### config.mk
export PLATFORM = sky130hd
export DESIGN_NAME = lfsr_period_monitor
export DESIGN_NICKNAME = d
export VERILOG_FILES = /design/src/rtl/lfsr_pkg.sv /design/src/rtl/period_counter.sv /design/src/rtl/lfsr_period_monitor.sv
export SDC_FILE = /design/constraint.sdc
export NUM_CORES = 1
export LEC_CHECK = 0
export ABC_AREA = 1
export BUFFER_PORTS_ARGS = -buffer_cell sky130_fd_sc_hd__buf_2
export CAP_MARGIN = 30
export CORE_MARGIN = 4
export CORE_UTILIZATION = 40
export CTS_BUF_LIST = sky130_fd_sc_hd__clkbuf_8 sky130_fd_sc_hd__clkbuf_16
export DETAILED_ROUTE_END_ITERATION = 10
export PLACE_DENSITY = 0.57
export SKIP_CTS_REPAIR_TIMING = 1
export SYNTH_ARGS = -nofsm -noshare
export SYNTH_HDL_FRONTEND = slang
export SYNTH_HIERARCHICAL = 1
export SYNTH_SLANG_ARGS = --single-unit
### constraint.sdc
create_clock -name clk -period 7.45 [get_ports clk]
set_input_delay 1.49 -clock clk [delete_from_list [all_inputs] [get_ports clk]]
set_output_delay 1.49 -clock clk [all_outputs]
set_load 0.01 [all_outputs]
### src/rtl/lfsr_pkg.sv
// Shared types and constants for the LFSR period monitor.
// Constants are built in MaxCntW bits so that 2^64 does not overflow.
package lfsr_pkg;

  typedef enum logic [1:0] {
    IDLE,
    CAPTURE,
    RUN,
    DONE
  } mon_state_t;

  // Widest supported count: N up to 64 needs N+1 = 65 bits.
  localparam int unsigned MaxCntW = 65;

  function automatic logic [MaxCntW-1:0] step_limit(input int unsigned n);
    return MaxCntW'(1) << n;
  endfunction

  function automatic logic [MaxCntW-1:0] max_period(input int unsigned n);
    return step_limit(n) - MaxCntW'(1);
  endfunction

endpackage

### src/rtl/period_counter.sv
// Step counter for the period monitor: synchronous clear/enable, async reset.
// Exposes the incremented value and a flag when it reaches the step limit.
module period_counter
  import lfsr_pkg::*;
#(
  parameter int unsigned N     = 64,
  parameter int unsigned CNT_W = N + 1
) (
  input  logic             clk_i,
  input  logic             reset_i,
  input  logic             clr_i,
  input  logic             en_i,
  output logic [CNT_W-1:0] count_next_o,
  output logic             terminal_o
);

  localparam logic [CNT_W-1:0] StepLimit = CNT_W'(step_limit(N));

  logic [CNT_W-1:0] count_d, count_q;

  always_comb begin
    count_next_o = count_q + CNT_W'(1);
    terminal_o   = (count_next_o == StepLimit);
    count_d      = count_q;
    if (clr_i) begin
      count_d = '0;
    end else if (en_i) begin
      count_d = count_next_o;
    end
  end

  always_ff @(posedge clk_i or posedge reset_i) begin
    if (reset_i) begin
      count_q <= '0;
    end else begin
      count_q <= count_d;
    end
  end

endmodule

### src/rtl/lfsr_period_monitor.sv
// Measures the period of an upstream LFSR: captures the first state after start,
// counts valid steps until it recurs, and flags maximal length, lock-up and timeout.
module lfsr_period_monitor
  import lfsr_pkg::*;
#(
  parameter int unsigned N     = 64,
  parameter int unsigned CNT_W = N + 1
) (
  input  logic             clk,
  input  logic             reset,
  input  logic             start,
  input  logic [N-1:0]     state_in,
  input  logic             state_valid,
  output logic             busy,
  output logic             done,
  output logic [CNT_W-1:0] period,
  output logic             maximal,
  output logic             lockup,
  output logic             timeout
);

  localparam logic [CNT_W-1:0] MaxPeriod = CNT_W'(max_period(N));

  mon_state_t       state_d, state_q;
  logic [N-1:0]     ref_d, ref_q;
  logic [CNT_W-1:0] period_d, period_q;
  logic             maximal_d, maximal_q;
  logic             lockup_d, lockup_q;
  logic             timeout_d, timeout_q;
  logic             cnt_clr, cnt_en;
  logic [CNT_W-1:0] count_next;
  logic             terminal;

  period_counter #(
    .N    (N),
    .CNT_W(CNT_W)
  ) u_period_counter (
    .clk_i       (clk),
    .reset_i     (reset),
    .clr_i       (cnt_clr),
    .en_i        (cnt_en),
    .count_next_o(count_next),
    .terminal_o  (terminal)
  );

  always_comb begin
    state_d   = state_q;
    ref_d     = ref_q;
    period_d  = period_q;
    maximal_d = maximal_q;
    lockup_d  = lockup_q;
    timeout_d = timeout_q;
    cnt_clr   = 1'b0;
    cnt_en    = 1'b0;
    unique case (state_q)
      IDLE: begin
        if (start) begin
          state_d   = CAPTURE;
          period_d  = '0;
          maximal_d = 1'b0;
          lockup_d  = 1'b0;
          timeout_d = 1'b0;
        end
      end
      CAPTURE: begin
        if (state_valid) begin
          ref_d   = state_in;
          cnt_clr = 1'b1;
          if (state_in == '0) begin
            lockup_d = 1'b1;
            period_d = '0;
            state_d  = DONE;
          end else begin
            state_d = RUN;
          end
        end
      end
      RUN: begin
        // Recurrence wins over zero, which wins over the step limit.
        if (state_valid) begin
          if (state_in == ref_q) begin
            period_d  = count_next;
            maximal_d = (count_next == MaxPeriod);
            state_d   = DONE;
          end else if (state_in == '0) begin
            lockup_d = 1'b1;
            period_d = '0;
            state_d  = DONE;
          end else if (terminal) begin
            timeout_d = 1'b1;
            period_d  = '0;
            state_d   = DONE;
          end else begin
            cnt_en = 1'b1;
          end
        end
      end
      DONE: begin
        state_d = IDLE;
      end
      default: begin
        state_d = IDLE;
      end
    endcase
  end

  always_ff @(posedge clk or posedge reset) begin
    if (reset) begin
      state_q   <= IDLE;
      ref_q     <= '0;
      period_q  <= '0;
      maximal_q <= 1'b0;
      lockup_q  <= 1'b0;
      timeout_q <= 1'b0;
    end else begin
      state_q   <= state_d;
      ref_q     <= ref_d;
      period_q  <= period_d;
      maximal_q <= maximal_d;
      lockup_q  <= lockup_d;
      timeout_q <= timeout_d;
    end
  end

  assign busy    = (state_q == CAPTURE) || (state_q == RUN);
  assign done    = (state_q == DONE);
  assign period  = period_q;
  assign maximal = maximal_q;
  assign lockup  = lockup_q;
  assign timeout = timeout_q;

endmodule

Word level (Yosys, flattened, before mapping)
Cells that the tools add are included.
{ "totals": {"regBits": 199, "elab_cells": 74, "inputBits": 68, "output_inout_bits": 70} }
{ "op_classes": {"n_eq_ne": 15, "add_sub_neg": 1, "n_reduce_logical": 12, "n_mux": 39} }
{ "ops": {"columns": ["op", "n"], "rows": [
  ["2-to-1 mux 65 bit", 9],
  ["case mux 65 bit (3 select lines)", 1],
  ["adder 65 x 1 -> 65 bit (second input constant)", 1],
  ["equality test 65 x 64 -> 1 bit (second input constant)", 1],
  ["equality test 65 bit (second input constant)", 1],
  ["equality test 64 bit", 1],
  ["logical NOT 64 bit", 1],
  ["2-to-1 mux 1 bit", 19],
  ["inequality test 2 bit (second input constant)", 8],
  ["2-to-1 mux 2 bit", 6],
  ["AND reduction 6 bit", 2],
  ["case mux 2 bit (4 select lines)", 1],
  ["AND reduction 4 bit", 2],
  ["AND reduction 5 bit", 1],
  ["equality test 2 bit (second input constant)", 2],
  ["inequality test 4 bit (second input constant)", 1],
  ["case mux 1 bit (2 select lines)", 2],
  ["nonzero test 2 bit", 2],
  ["case mux 1 bit (3 select lines)", 1],
  ["nonzero test 3 bit", 1],
  ["equality test 2 x 1 -> 1 bit (second input constant)", 1],
  ["logical NOT 2 bit", 1],
  ["AND reduction 2 bit", 1],
  ["logical OR 1 bit", 1]
]} }

Logic depth before layout (Yosys ltp)
{ "depth": {"ltp_word": 9, "ltp_mapped": 27, "mapped_depth_nobuf": 22} }

By module
The synthesis kept the hierarchy.
{ "modules_own_cells": {"columns": ["module", "n_inst", "area_per_inst_um2", "cells_per_inst"], "rows": [
  ["lfsr_period_monitor", 1, 7439.6, 1096],
  ["period_counter", 1, 4873.4, 800]
]} }

Least setup slack after synthesis
OpenSTA, ideal clock, no wires.
{ "synth_path": {"kind": "input to register", "startpoint": "input state_in[17]", "endpoint": "register u_period_counter.count_q[21]", "path_buffers": 4, "setup_time_ps": 83, "t_required_ps": 7367, "arrival_ps": 3398, "setup_slack_ps": 3969, "stages": 19, "path_cell_list": "inv_1 nand2_1 nand2_1 nor2_1 nand2_1 nor2_1 nand2_1 nor2_1 nand2_1 nand3_2 buf_4 buf_4 nor2_1 inv_1 nor2_1 clkbuf_1 clkbuf_1 nand2_1 o21ai_0"} }
{ "synth_via": {"elab_chain_cells": 6, "elab_cells_between_ends": 7, "classes_between": "eq/ne: 1; mux: 4; reduce/logical: 2"} }
{ "synth_lines": {"columns": ["item", "line_no", "source"], "rows": [
  ["start: declaration", "lfsr_period_monitor.sv:12", "input logic [N-1:0] state_in,"],
  ["logical NOT 64 bit", "lfsr_period_monitor.sv:85", "end else if (state_in == '0) begin"],
  ["2-to-1 mux 1 bit", "lfsr_period_monitor.sv:85", null],
  ["2-to-1 mux 1 bit (*)", "lfsr_period_monitor.sv:81", "if (state_in == ref_q) begin"],
  ["2-to-1 mux 1 bit (*)", "lfsr_period_monitor.sv:80", "if (state_valid) begin"],
  ["2-to-1 mux 1 bit (*)", "lfsr_period_monitor.sv:55", "unique case (state_q)"],
  ["net cnt_en", "lfsr_period_monitor.sv:30", "logic cnt_clr, cnt_en;"],
  ["nonzero test 2 bit (no source line) (*)", null, null],
  ["end signal: assignment", "period_counter.sv:36", "count_q <= count_d;"],
  ["end: declaration", "period_counter.sv:19", "logic [CNT_W-1:0] count_d, count_q;"]
]} }
Mark *: on every way through the listed nets, which the timed path passes. The rest lies on a longest branch.
A chain may end at the register's enable or synchronous reset.

Final worst setup path
{ "layout_path": {"startpoint": "register u_period_counter.count_q[1]", "endpoint": "register u_period_counter.count_q[39]"} }
{ "layout_via": {"elab_chain_cells": 8, "elab_cells_between_ends": 10, "classes_between": "add/sub: 1; eq/ne: 1; mux: 7; reduce/logical: 1"} }
{ "layout_lines": {"columns": ["item", "line_no", "source"], "rows": [
  ["adder 65 x 1 -> 65 bit", "period_counter.sv:22", "count_next_o = count_q + CNT_W'(1);"],
  ["net count_next[46]", "lfsr_period_monitor.sv:31", "logic [CNT_W-1:0] count_next;"],
  ["equality test 65 bit", "period_counter.sv:23", "terminal_o = (count_next_o == StepLimit);"],
  ["net terminal", "lfsr_period_monitor.sv:32", "logic terminal;"],
  ["2-to-1 mux 1 bit", "lfsr_period_monitor.sv:89", "end else if (terminal) begin"],
  ["2-to-1 mux 1 bit", "lfsr_period_monitor.sv:85", null],
  ["2-to-1 mux 1 bit", "lfsr_period_monitor.sv:81", null],
  ["2-to-1 mux 1 bit", "lfsr_period_monitor.sv:80", null],
  ["2-to-1 mux 1 bit", "lfsr_period_monitor.sv:55", null],
  ["net cnt_en", "lfsr_period_monitor.sv:30", null],
  ["nonzero test 2 bit (no source line)", null, null]
]} }
The timed path passes the listed nets, and every way through them passes these cells. The select of a mux whose other input is x is not followed.

==> results.cfg <==
[outcome]
outcome = finished, final reports clean

[synth]
syn_avg_cell_area_um2 = 6.49
synth_nets = 1971
netlist_area_um2 = 12300
yosysTopAreaCell = dfrtp_1
yosys_warnings = 6
ys.flop_type = dfrtp_1
ys_seq_elements = 199
synth_top_area_share_pct = 40.4
syn_inst = 1896
ys_types = 33
synthArstFlopShare_pct = 100
synth_edf_count = 0
ys_seq_area_share_pct = 40.4
synth_area_leaders = dfrtp_1 40%, nand2_1 21%, inv_1 9.3%, nor2_1 7.7%, nand3_1 5.3%

[power]
p_total_w = 0.00341
vdd_drop_max_mv = 0.147
p_leak_nw = 7.19
power.density_nw_per_um2 = 246

[floorplanning]
core_um2 = 30000
die_w_um = 183
die_area_um2 = 33700
chipHeight_um = 183
initial_utilization_pct = 41.0
num_rows = 63
io-pin-count = 138

[global_route]
grt_max_degree = 91
grt_pass1_wl_um = 57800
grt.total_usage_pct = 21.2
grt_overflow_total = 0
grt_pass1_vias = 11347
antenna_found_initial = 1

[clock_network]
clock_tree.root_cell = clkbuf_16
cts_tree = yes
clkTransAtPathRegs_ps = 70
cts.sinks = 199
cts_inserted_buffers = 17
clock_latency_ps = 450
clock_path_buffers = 2
cts_max_level = 4

[sta]
fin_skew_ps = 9.95
relSlewSlack_pct = 38.7
period_share_pct = 64.0
hold_violations = 0
final-max-slew-violation-count = 0
min_period_ps = 4770
fmax_mhz = 210
tightest_slew_ps = 919
finalSetupViolations = 0
rsz0062_at_grt = false
tns_ps = 0

[critical_path]
cpMostUsedCell = nand2_1
critPathRequiredTime_ps = 7760
cp-startpoint = u_period_counter/count_q[1]
cp-end-kind = flip-flop
ff2ff_path_depth = 25
r2r_slack_ps = 2680
start_kind = flip-flop
arrival_ps = 5080
worstSetupEndpoint = u_period_counter/count_q[39]
max_stage_delay_ps = 560
cp_max_fo = 70
critPathSlowestCell = buf_4
r2r_end = u_period_counter/count_q[39]
worstSetupPathType = reg -> reg
timing.rr.start = u_period_counter/count_q[1]

[cells_and_area]
area_growth_syn_to_layout_pct = 12.9
seq_area_um2 = 4980
multiInputGateArea_um2 = 5870
postLayoutCellArea_um2 = 13900
n_fill_cell = 3169
layout_common_cells = 677 x nand2_1, 302 x inv_1, 250 x nor2_1
final_common_cell = nand2_1
nets = 2083
layout-drive-gt1-share_pct = 11.1

[place]
port_buffers = 137
dp_hpwl_um = 26300
dpl-instance-area_um2 = 13300
gp_congestion = 1.00

[route]
viasPerCell = 4.90
wirelength_um = 35300
drtIter0Drc = 753
dr.pass1.iters = 7
post_drt_wl_per_cell_um = 14.6
ant_nets = 0
vias = 11819
drc = 0

[flow_run]
drv_cap = 0

[min_path]
hold_path_class = reg -> reg
[metrics by stage]
| stage | cells | util [%] | setup slack, ps | hold slack, ps |
|---|---|---|---|---|
| final | 2412 | 46.3 | 2680 | 479 |
| after CTS | 2411 | 46.3 | 2780 | 485 |
| after floorplan | 1896 | - | 2380 | 468 |
| after global routing | 2412 | 46.3 | 2350 | 498 |
| after detailed placement | 2379 | 44.3 | 2810 | 460 |
| after global placement | 2378 | 44.2 | 2860 | 458 |
[logic make-up after synthesis]
group	after synthesis	share of synthesized area, %
AO/OA/AOI/OAI	145	6.31
XOR/XNOR	18	1.34
adder cells (fa/ha/maj)	7	0.711
buffers and inverters	366	12.1
flip-flops	199	40.4
AND/OR/NAND/NOR	1161	39.1
[area by class of cell]
cell class / count / area share (%)
antenna: 1 / 0.0180
clock buffer: 18 / 3.16
clock inverter: 14 / 1.16
inverter: 311 / 8.44
multi-input combinational: 1331 / 42.2
sequential: 199 / 35.8
tap: 390 / 3.51
timing repair buffer: 148 / 5.67
[synthesized netlist by cell type, types with 3 or more instances]
cell      number
nand2_1      679
inv_1        304
nor2_1       251
dfrtp_1      199
nand3_1      130
o21ai_0      103
nand4_1       54
o22ai_1       34
clkbuf_1      29
xor2_1        17
nor2_2        14
buf_6         10
buf_4          9
nand2_2        9
nor3_1         8
buf_2          7
ha_1           7
inv_2          5
nor2_4         4
a21oi_1        3
and2_1         3
o21ai_1        3
[critical path, delay by kind of cell (launching register included)]
kind	cells	cell delay [ps]
and+or+nand+nor	16	2150
buffers and inverters	6	1560
AOI/OAI and AO/OA	2	220
DFF	1	430
adders and majority gates	1	220
[worst min-delay path by stage]
stage	slack, ps	start	cells after the start	to
6_report	480	period[63]	2	period[63]
5_1_grt	500	period[10]	2	period[10]
4_1_cts	490	period[6]	2	period[6]
3_5_place_dp	460	period[53]	2	period[53]
3_3_place_gp	460	period[3]	2	period[3]
2_1_floorplan	470	ref_q[44]	2	ref_q[44]
[registers in the layout (all words and copies together) (netlist names)]
| name | count |
|---|---|
| lockup | 1 |
| u_period_counter/count_q | 65 |
| period | 65 |
| ref_q | 64 |
| state_q | 2 |
| maximal | 1 |
| timeout | 1 |
[per-layer routing]
metal  GRT usage, %  up-vias  wire (µm)
met5              0        -          0
met4           5.90        0        626
met3           2.81       40       1900
met2           33.0      312      15500
met1           31.2     5413      17200
li1               -     6054          -
[where the power goes]
part	internal, W	switching, W
Sequential	0.00126	0.000138
Combinational	0.000302	0.000741
Clock	0.000514	0.000457
No activity file was read; power rests on OpenSTA's default activity.
